## config.mk

```make
export PLATFORM = sky130hd
export DESIGN_NAME = filter_frame_capture
export DESIGN_NICKNAME = d
export VERILOG_FILES = /design/src/rtl/cam_pkg.sv /design/src/rtl/capture_fifo.sv /design/src/rtl/filter_frame_capture.sv
export SDC_FILE = /design/constraint.sdc
export NUM_CORES = 1
export LEC_CHECK = 0
export CORE_ASPECT_RATIO = 1.1
export CORE_UTILIZATION = 28
export DETAILED_ROUTE_END_ITERATION = 10
export PLACE_DENSITY = 0.51
export SYNTH_ARGS = -nofsm -noshare
export SYNTH_HDL_FRONTEND = slang
export SYNTH_SLANG_ARGS = --single-unit
```

## constraint.sdc

```tcl
create_clock -name clk_25MHz -period 11 [get_ports clk_25MHz]
set_input_delay 1.1 -clock clk_25MHz [delete_from_list [all_inputs] [get_ports clk_25MHz]]
set_output_delay 1.1 -clock clk_25MHz [all_outputs]
set_load 0.02 [all_outputs]
```

## src/rtl/cam_pkg.sv

```systemverilog
// Shared definitions for the camera filter debug path: capture FSM encoding,
// status bit positions, default frame geometry and filter mode codes.
package cam_pkg;

  typedef enum logic [1:0] {
    ST_IDLE    = 2'd0,
    ST_ARMED   = 2'd1,
    ST_CAPTURE = 2'd2,
    ST_DRAIN   = 2'd3
  } cap_state_e;

  localparam int STAT_OVERFLOW = 0;
  localparam int STAT_STALE    = 1;
  localparam int STAT_SHORT    = 2;
  localparam int STAT_W        = 3;

  localparam int DEF_IMG_W = 640;
  localparam int DEF_IMG_H = 480;

  typedef enum logic [1:0] {
    FILT_SOBEL    = 2'd0,
    FILT_GAUSSIAN = 2'd1,
    FILT_CANNY    = 2'd2
  } filter_mode_e;

  // Out-of-range channel requests fall back to the last implemented channel.
  function automatic int clamp_ch(input int sel, input int num_ch);
    return (sel >= num_ch) ? num_ch - 1 : sel;
  endfunction

endpackage

```

## src/rtl/capture_fifo.sv

```systemverilog
// Synchronous first-word-fall-through FIFO; the head is visible whenever not empty,
// and the last popped word is held on dout while empty.
module capture_fifo #(
  parameter int DATA_W = 8,
  parameter int DEPTH  = 16
) (
  input  logic              clk_25MHz,
  input  logic              rst,
  input  logic              flush,
  input  logic              push,
  input  logic              pop,
  input  logic [DATA_W-1:0] din,
  output logic [DATA_W-1:0] dout,
  output logic              full,
  output logic              empty
);

  localparam int AW = $clog2(DEPTH);

  logic [DATA_W-1:0] mem [DEPTH];
  logic [AW:0]       wr_ptr, rd_ptr;
  logic [DATA_W-1:0] last_q;
  logic              push_ok, pop_ok;

  assign empty   = (wr_ptr == rd_ptr);
  assign full    = (wr_ptr ^ rd_ptr) == {1'b1, {AW{1'b0}}};
  assign pop_ok  = pop && !empty;
  // A full FIFO still accepts a push when the head leaves in the same cycle.
  assign push_ok = push && (!full || pop_ok);
  assign dout    = empty ? last_q : mem[rd_ptr[AW-1:0]];

  // NOTE: storage has no reset; only pointers define validity, and leaving the array
  // unreset lets it map onto plain RAM cells.
  always_ff @(posedge clk_25MHz) begin
    if (push_ok && !flush) mem[wr_ptr[AW-1:0]] <= din;
  end

  // NOTE: sequential state uses non-blocking assignments so every register samples
  // pre-edge values regardless of statement order.
  always_ff @(posedge clk_25MHz or posedge rst) begin
    if (rst) begin
      wr_ptr <= '0;
      rd_ptr <= '0;
      last_q <= '0;
    end else begin
      if (pop_ok) last_q <= mem[rd_ptr[AW-1:0]];
      if (flush) begin
        wr_ptr <= '0;
        rd_ptr <= '0;
      end else begin
        if (push_ok) wr_ptr <= wr_ptr + 1'b1;
        if (pop_ok)  rd_ptr <= rd_ptr + 1'b1;
      end
    end
  end

endmodule

```

## src/rtl/filter_frame_capture.sv

```systemverilog
// Frame-dump unit: captures one frame of the selected filter channel into a FIFO,
// accumulating a checksum and sticky status flags along the way.
module filter_frame_capture
  import cam_pkg::*;
#(
  parameter int DATA_W     = 8,
  parameter int NUM_CH     = 3,
  parameter int IMG_W      = DEF_IMG_W,
  parameter int IMG_H      = DEF_IMG_H,
  parameter int FIFO_DEPTH = 16,
  localparam int SEL_W     = (NUM_CH > 1) ? $clog2(NUM_CH) : 1
) (
  input  logic                     clk_25MHz,
  input  logic                     rst,
  input  logic                     arm,
  input  logic                     abort,
  input  logic [SEL_W-1:0]         ch_sel,
  input  logic                     frame_start,
  input  logic                     pixel_valid,
  input  logic [NUM_CH*DATA_W-1:0] ch_data,
  input  logic [NUM_CH-1:0]        ch_ready,
  output logic [DATA_W-1:0]        out_data,
  output logic                     out_valid,
  input  logic                     out_ready,
  output logic                     busy,
  output logic                     done,
  output logic [31:0]              checksum,
  output logic [STAT_W-1:0]        status
);

  localparam int FRAME_PX = IMG_W * IMG_H;
  localparam int CNT_W    = $clog2(FRAME_PX + 1);

  cap_state_e        state;
  logic [SEL_W-1:0]  sel_q;
  logic [CNT_W-1:0]  px_cnt, px_cnt_inc;
  logic [DATA_W-1:0] sample;
  logic              sample_ready, take_px, frame_end;
  logic              fifo_full, fifo_empty, pop;

  assign sample_ready = ch_ready[sel_q];
  assign px_cnt_inc   = px_cnt + CNT_W'(1);
  assign frame_end    = (px_cnt_inc == CNT_W'(FRAME_PX));
  assign out_valid    = !fifo_empty;
  assign pop          = out_valid && out_ready;
  assign busy         = (state != ST_IDLE);

  // NOTE: every always_comb output gets a default first so no path leaves it
  // unassigned, which would otherwise infer a latch.
  always_comb begin
    sample  = '0;
    take_px = 1'b0;
    if (sample_ready) sample = ch_data[sel_q*DATA_W +: DATA_W];
    // The frame_start pixel opens a capture from ARMED but terminates one in CAPTURE.
    if (pixel_valid && !abort) begin
      take_px = (state == ST_ARMED   &&  frame_start) ||
                (state == ST_CAPTURE && !frame_start);
    end
  end

  always_ff @(posedge clk_25MHz or posedge rst) begin
    if (rst) begin
      state    <= ST_IDLE;
      sel_q    <= '0;
      px_cnt   <= '0;
      checksum <= '0;
      status   <= '0;
      done     <= 1'b0;
    end else begin
      done <= 1'b0;
      if (abort) begin
        state <= ST_IDLE;
      end else begin
        case (state)
          ST_IDLE: if (arm) begin
            state    <= ST_ARMED;
            sel_q    <= SEL_W'(clamp_ch(int'(ch_sel), NUM_CH));
            px_cnt   <= '0;
            checksum <= '0;
            status   <= '0;
          end
          ST_ARMED: if (frame_start) begin
            state <= (take_px && frame_end) ? ST_DRAIN : ST_CAPTURE;
          end
          ST_CAPTURE: if (frame_start) begin
            status[STAT_SHORT] <= 1'b1;
            state              <= ST_DRAIN;
          end else if (take_px && frame_end) begin
            state <= ST_DRAIN;
          end
          ST_DRAIN: if (fifo_empty) begin
            state <= ST_IDLE;
            done  <= 1'b1;
          end
          default: state <= ST_IDLE;
        endcase

        if (take_px) begin
          px_cnt   <= px_cnt_inc;
          checksum <= checksum + 32'(sample);
          if (!sample_ready)       status[STAT_STALE]    <= 1'b1;
          if (fifo_full && !pop)   status[STAT_OVERFLOW] <= 1'b1;
        end
      end
    end
  end

  capture_fifo #(
    .DATA_W (DATA_W),
    .DEPTH  (FIFO_DEPTH)
  ) u_fifo (
    .clk_25MHz (clk_25MHz),
    .rst       (rst),
    .flush     (abort),
    .push      (take_px),
    .pop       (pop),
    .din       (sample),
    .dout      (out_data),
    .full      (fifo_full),
    .empty     (fifo_empty)
  );

endmodule

```

==> out/qor.log, run 1 <==
[outcome] outcome finished clean
[final_layout] filler instances 3417
[yosys] largest family of logic cells by synthesized area multiplexers
[setup_path] critical path type in2reg
[floorplan] height of the chip 198 µm
[floorplan] Boundary Pins 82
[yosys] synthesized-area fraction occupied by ao, oa, aoi and oai cells 7.85%
[setup_path] kind of end point of the critical path register
[setup_path] Worst setup startpoint ch_ready[2]
[grt] wire length of the first global-routing pass 38100 µm
[setup_path] CP Data Required Time 11400 ps
[setup_path] Slowest-stage cell, CP sky130_fd_sc_hd__o21ai_1
[floorplan] number of rows created at floorplan 71
[setup_path] Reg2Reg Depth 12
[final_layout] layout overhead on the synthesized area 20.8%
[drt] count of routing violations after the opening detailed-route iteration 436
[setup_path] Worst path max stage delay 910 ps
[drt] via density per instance 4.94
[clock_network] setup repair bufs after CTS 0
[power_and_ir_drop] power per standard cell area 199 mW/mm²
[yosys] sequential cell area fraction in the yosys report 59.1%
[yosys] share of cell area taken by muxes after synthesis 12.5%
[clock_network] clock root buffer sky130_fd_sc_hd__clkbuf_16
[yosys] Post-Synthesis Cells 739
[setup_path] Crit Reg-Reg Endpoint checksum[15]
[final_layout] leading cell types in the layout, fill and taps excluded 128 x sky130_fd_sc_hd__edfxtp_1, 81 x sky130_fd_sc_hd__clkdlybuf4s50_1, 76 x sky130_fd_sc_hd__dfrtp_1
[drt] via count 6267
[grt] largest net degree at the start of global routing 70
[drt] number of detailed-routing iterations run before antenna repair 5
[power_and_ir_drop] static leakage 0.00423 µW
[clock_network] number of hold buffers added after CTS 0
[placed_design] placed wire-length estimate 15500 µm
[final_layout] fraction of layout cells with a size suffix above 1 15.8%
[grt] number of antenna violations at the first check in global routing 0
[placed_design] routability-driven placement congestion ratio 0.772
[yosys] flop and latch count out of synthesis 205
[placed_design] Area after DPL 0.0110 mm²
[final_layout] total inserted antenna cells 0
[yosys] primary flip-flop cell chosen by synthesis mapping sky130_fd_sc_hd__edfxtp_1
[drt] Avg WL per Cell 18.9 µm
[yosys] Netlist cell types 62
[clock_network] CTS Buf Count 24
[clock_network] Post-CTS Resized 0
[power_and_ir_drop] peak ir drop on the vdd network 0.0905 mV
[final_layout] Nets 869
[setup_path] worst setup slack for register-to-register paths 6410 ps
[setup_path] end point of the critical path checksum[15]
[sta] final total negative setup slack 0 ps
[sta] shortest period the worst path allows 4700 ps
[setup_path] critical-path cell list clkdlybuf4s50_1 > mux2i_1 > nor2_1 > a21oi_1 > nor2_1 > ha_1 > a21o_1 > a21o_1 > a211oi_1 > o21ai_1 > nand4_1 > a21oi_1 > o22ai_1
[final_layout] Post-Layout Inst Area 0.0118 mm²
[yosys] Synth Area in Simple Gates 11.9%
[placed_design] total of buffers placed on input and output ports 81
[sta] crit share post-route 42.8%
[setup_path] critical-path maximum fanout 18
[floorplan] core area 0.0343 mm²
[yosys] xor/xnor share of the synthesized area 3.23%
[yosys] Post-synth EDFFs 128
[sta] actual transition at the worst max-transition pin 1190 ps
[sta] worst clock skew 21.4 ps
[setup_path] Reg-to-Reg Start sel_q[1]
[clock_network] TritonCTS clock tree yes
[grt] Overflow after GRT 0
[floorplan] starting utilization of the core area 28.5%
[drt] ANT nets after route 0
[setup_path] critical path data arrival time 5100 ps
[yosys] cell area after synthesis 0.00977 mm²
[yosys] adder-cell share of the synthesized area 2.77%
[sta] maximum clock frequency 0.213 GHz
[sta] RSZ-0062 raised after global routing no
[yosys] Synth Warn # 0
[floorplan] die outline width 180 µm
[final_layout] leading cell type in the layout, fill and taps excluded sky130_fd_sc_hd__edfxtp_1
[clock_network] number of levels in the clock H-tree 1
[sta] final slew viol count 0
[grt] overall track demand over capacity in global routing 13.8%
[grt] vias in the first global route 6407
[clock_network] clock-pin transition on the worst setup and hold timing paths 60 ps
[yosys] Synth async-reset ratio 37.6%
[yosys] Net Count, Synth 796
[sta] number of failing setup endpoints in the final timing report 0
[drt] aggregate routed wire length 24000 µm
[floorplan] DIE AREA 0.0356 mm²
[sta] Max-slew headroom 20.3%
[drt] final routed DRC violation total 0
[clock_network] Worst-Skew Late Latency 540 ps
[job] total of max-cap violations 0
[clock_network] maximum buffer depth of the clock tree 3
[yosys] Mean Syn Cell Area 13.2 µm²
[power_and_ir_drop] Overall Power 2350 µW
[setup_path] CP Launch Type input pin
[clock_network] number of clock sinks 205
[sta] Final Hold Fails 0
[hold_path] Worst Hold Class reg2reg
==> where the power goes <==
group          internal, µW  leakage [µW]  switching [µW]  total [µW]
clock                   433      0.000376             327         760
combinational           258       0.00163             361         618
sequential              924       0.00222            46.5         971
total                  1610       0.00423             735        2350
==> cell usage after synthesis, drive strengths merged, types with 8 or more instances <==
| master | instances | area share [%] |
|---|---|---|
| edfxtp | 128 | 39 |
| dfrtp | 77 | 20 |
| nor2 | 71 | 2.7 |
| o21ai | 48 | 2.5 |
| nand2 | 46 | 1.8 |
| mux4 | 40 | 9.2 |
| nand4 | 27 | 1.8 |
| nand3 | 26 | 1.6 |
| clkbuf | 25 | 0.96 |
| a21oi | 23 | 1.2 |
| buf | 20 | 1.0 |
| ha | 20 | 2.6 |
| xor2 | 20 | 1.8 |
| mux2 | 19 | 2.2 |
| inv | 16 | 0.61 |
| xnor2 | 16 | 1.4 |
| a31oi | 13 | 0.90 |
| nor3 | 12 | 0.72 |
| mux2i | 11 | 1.1 |
| and3 | 8 | 0.53 |
| nand2b | 8 | 0.51 |
==> worst max-delay path: cells and delay by family <==
| family | cells | cell delay (ps) |
|---|---|---|
| AND/OR/NAND/NOR | 3 | 770 |
| adder cells (fa/ha/maj) | 1 | 420 |
| AO/OA/AOI/OAI | 7 | 2260 |
| multiplexers | 1 | 140 |
| buffers and inverters | 1 | 390 |
==> layout make-up <==
| type | instances | area (µm²) | area share [%] |
|---|---|---|---|
| inverters | 16 | 61.3 | 0.520 |
| well taps | 438 | 548 | 4.65 |
| clock inverters | 19 | 148 | 1.25 |
| multi-input cells | 473 | 3760 | 31.9 |
| repair buffers | 92 | 893 | 7.57 |
| clock buffers | 25 | 614 | 5.21 |
| flip-flops and latches | 205 | 5770 | 48.9 |
==> registers in the layout, summed over array words and instances (netlist names) <==
register       count
checksum          32
done               1
px_cnt            19
sel_q              2
state              2
status             3
u_fifo.last_q      8
u_fifo.mem       128
u_fifo.rd_ptr      5
u_fifo.wr_ptr      5
==> worst min-delay path by stage <==
stage	start	endpoint	slack [ps]	cells after the start
2_1_floorplan	px_cnt[18]	px_cnt[18]	450	1
3_3_place_gp	px_cnt[18]	px_cnt[18]	470	1
3_5_place_dp	px_cnt[18]	px_cnt[18]	480	1
4_1_cts	px_cnt[18]	px_cnt[18]	490	1
5_1_grt	px_cnt[18]	px_cnt[18]	500	1
6_report	px_cnt[18]	px_cnt[18]	490	1
==> routing by layer <==
metal	up-vias	global-route usage [%]	wire (µm)
met2	151	23.6	11800
met4	0	2.72	272
met1	3137	18.2	10700
li1	2960	-	-
met3	19	2.91	1280
met5	-	0	0
==> per-stage QoR <==
stage | hold slack [ps] | setup slack (ps) | utilization, % | std cells
detailed placement | 482 | 5740 | 32.2 | 1224
floorplan | 451 | 7170 | - | 739
CTS | 488 | 6270 | 34.4 | 1268
global route | 496 | 5840 | 34.4 | 1268
finish | 492 | 6300 | 34.4 | 1268
global placement | 469 | 5980 | 32.2 | 1224
==> cell families (layout without fill, tap and decap cells) <==
logic type      after synthesis  in the layout
compound gates              123            123
xor+xnor                     36             36
fa+ha+maj                    21             21
buf+inv                      61            152
flops                       205            205
mux                          70             70
simple gates                223            223
Power figures use the tool's default switching activity.
==> run 2, diff against run 1 <==
==> constraint.sdc (replaced) <==
create_clock -name clk_25MHz -period 4.65 [get_ports clk_25MHz]
set_input_delay 0.465 -clock clk_25MHz [delete_from_list [all_inputs] [get_ports clk_25MHz]]
set_output_delay 0.465 -clock clk_25MHz [all_outputs]
set_load 0.02 [all_outputs]
==> out/qor.log, run 2 (synthesis gave the netlist of run 1 again) <==
[outcome] outcome finished clean
[clock_network] Worst-Skew Late Latency 530 ps [about the same]
[grt] overall track demand over capacity in global routing 13.6% [-0.29 points]
[clock_network] clock root buffer sky130_fd_sc_hd__clkbuf_16
[final_layout] Post-Layout Inst Area 0.0119 mm² [+0.66%]
[drt] Avg WL per Cell 18.5 µm [-2.2%]
[grt] vias in the first global route 6344 [-0.98%]
[sta] crit share post-route 87.7%
[setup_path] CP Data Required Time 5090 ps [-6310 ps]
[power_and_ir_drop] static leakage 0.00426 µW [+0.82%]
[sta] RSZ-0062 raised after global routing no
[sta] maximum clock frequency 0.245 GHz
[setup_path] Slowest-stage cell, CP sky130_fd_sc_hd__nor2_1
[clock_network] number of levels in the clock H-tree 1 [unchanged]
[setup_path] critical-path maximum fanout 17 [-1]
[final_layout] Nets 878 [+1.0%]
[placed_design] Area after DPL 0.0111 mm² [+0.43%]
[drt] via count 6241 [-0.41%]
[drt] final routed DRC violation total 0 [unchanged]
[setup_path] CP Launch Type register
[sta] final total negative setup slack 0 ps [unchanged]
[clock_network] maximum buffer depth of the clock tree 3 [unchanged]
[floorplan] starting utilization of the core area 28.5% [unchanged]
[power_and_ir_drop] peak ir drop on the vdd network 0.227 mV [+150%]
[grt] largest net degree at the start of global routing 46 [-34%]
[floorplan] height of the chip 198 µm [unchanged]
[grt] Overflow after GRT 0 [unchanged]
[power_and_ir_drop] power per standard cell area 474 mW/mm² [+140%]
[final_layout] number of non-filler instances in the completed layout 1277 [+0.71%]
[hold_path] Worst Hold Class in2async
[placed_design] total of buffers placed on input and output ports 81 [unchanged]
[setup_path] critical path type reg2reg
[floorplan] number of rows created at floorplan 71 [unchanged]
[placed_design] Post-Place Worst Slack 302 ps [-5440 ps]
[floorplan] die outline width 180 µm [unchanged]
[clock_network] CTS Buf Count 24 [unchanged]
[sta] Worst Setup Slack, final 570 ps [-5730 ps]
[floorplan] Boundary Pins 82 [unchanged]
[clock_network] number of clock sinks 205 [unchanged]
[setup_path] critical path data arrival time 4520 ps [-580 ps]
[sta] actual transition at the worst max-transition pin 1210 ps [+23.5 ps]
[drt] aggregate routed wire length 23600 µm [-1.5%]
[final_layout] total inserted antenna cells 0 [unchanged]
[sta] final slew viol count 0 [unchanged]
[sta] worst clock skew 11.6 ps [-9.73 ps]
[sta] shortest period the worst path allows 4080 ps
[job] total of max-cap violations 0 [unchanged]
[setup_path] Worst path max stage delay 920 ps [about the same]
[final_layout] filler instances 3360 [-1.7%]
[sta] Final Hold Fails 0 [unchanged]
[grt] number of antenna violations at the first check in global routing 0 [unchanged]
[floorplan] core area 0.0343 mm² [unchanged]
[setup_path] Reg2Reg Depth 11 [-1]
[final_layout] flip-flop count of the largest register, all copies and words added 128 [unchanged]
[floorplan] DIE AREA 0.0356 mm² [unchanged]
[placed_design] placed wire-length estimate 16100 µm [+3.9%]
[sta] Max-slew headroom 18.7% [-1.6 points]
[sta] worst hold slack after final layout 332 ps [-161 ps]
[drt] number of detailed-routing iterations run before antenna repair 5 [unchanged]
[setup_path] cell repeated most along the worst path sky130_fd_sc_hd__a21oi_1
[grt] wire length of the first global-routing pass 37400 µm [-1.7%]
[drt] count of routing violations after the opening detailed-route iteration 399 [-8.5%]
[drt] via density per instance 4.89 [-1.1%]
[final_layout] fraction of layout cells with a size suffix above 1 16.1% [+0.31 points]
[setup_path] critical-path cell list nor2b_1 > a21oi_1 > buf_4 > nor2_1 > ha_1 > a21o_1 > a21oi_1 > o21ai_2 > nand3_1 > or3_1 > a21oi_1
[final_layout] leading cell type in the layout, fill and taps excluded sky130_fd_sc_hd__edfxtp_1
[final_layout] layout overhead on the synthesized area 21.6%
[setup_path] kind of end point of the critical path register
[drt] ANT nets after route 0 [unchanged]
[sta] number of failing setup endpoints in the final timing report 0 [unchanged]
[final_layout] leading cell types in the layout, fill and taps excluded 128 x sky130_fd_sc_hd__edfxtp_1, 81 x sky130_fd_sc_hd__clkdlybuf4s50_1, 76 x sky130_fd_sc_hd__dfrtp_1
[clock_network] number of hold buffers added after CTS 0 [unchanged]
[placed_design] DP Cell Count 1233 [+0.74%]
[clock_network] TritonCTS clock tree yes
[clock_network] clock-pin transition on the worst setup and hold timing paths 60 ps [about the same]
[placed_design] routability-driven placement congestion ratio 0.758 [-1.9%]
run 2: critical path, delay by kind of cell (launching register included):
| family | cells | cell delay, ps |
|---|---|---|
| and+or+nand+nor | 4 | 1950 |
| buffers and inverters | 1 | 170 |
| adders and majority gates | 1 | 370 |
| AOI/OAI and AO/OA | 5 | 930 |
| DFF | 1 | 570 |
run 2: power by group:
part           internal (µW)  leakage, µW  total [µW]  switching, µW
Combinational            624      0.00166        1480            852
Sequential              2180      0.00222        2290            102
Clock                   1110     0.000382        1870            765
run 2: repair_timing:
action                                  4_1_cts  5_1_grt
endpoints found under the hold margin         0        0
resized for setup                             0        1
endpoints found under the setup margin        0        1
setup buffers                                 0        0
run 2: cell type report:
cell class | instances | area [µm²] | area share [%]
clock inverter | 11 | 134 | 1.13
inverter | 16 | 61.3 | 0.516
tap | 438 | 548 | 4.61
multi-input combinational | 473 | 3740 | 31.5
sequential | 205 | 5770 | 48.6
clock buffer | 33 | 654 | 5.51
timing repair buffer | 101 | 961 | 8.09
run 2: per-layer routing:
metal | up-vias | wire length, µm | track usage, %
met4 | 0 | 251 | 3.01
li1 | 2978 | - | -
met3 | 20 | 1330 | 3.26
met1 | 3115 | 10500 | 17.3
met5 | - | 0 | 0
met2 | 128 | 11500 | 23.3
run 2: path summary, 6_finish.rpt:
path,endpoint,slack (ps),start
worst max-delay path,checksum[16],570,sel_q[1]
worst min-delay path,u_fifo.last_q[3],330,rst
worst max register to register,checksum[16],570,sel_q[1]
worst min register to register,px_cnt[18],490,px_cnt[18]
max in group asynchronous,checksum[30],3500,rst
min in group clk_25MHz,px_cnt[18],490,px_cnt[18]
run 2: through the flow:
stage          power [µW]  utilization, %
6_report             5630            34.6
5_1_grt              5930            34.6
3_3_place_gp         3810            32.3
3_5_place_dp         3830            32.3
4_1_cts              5720            34.6
2_1_floorplan        3270               -
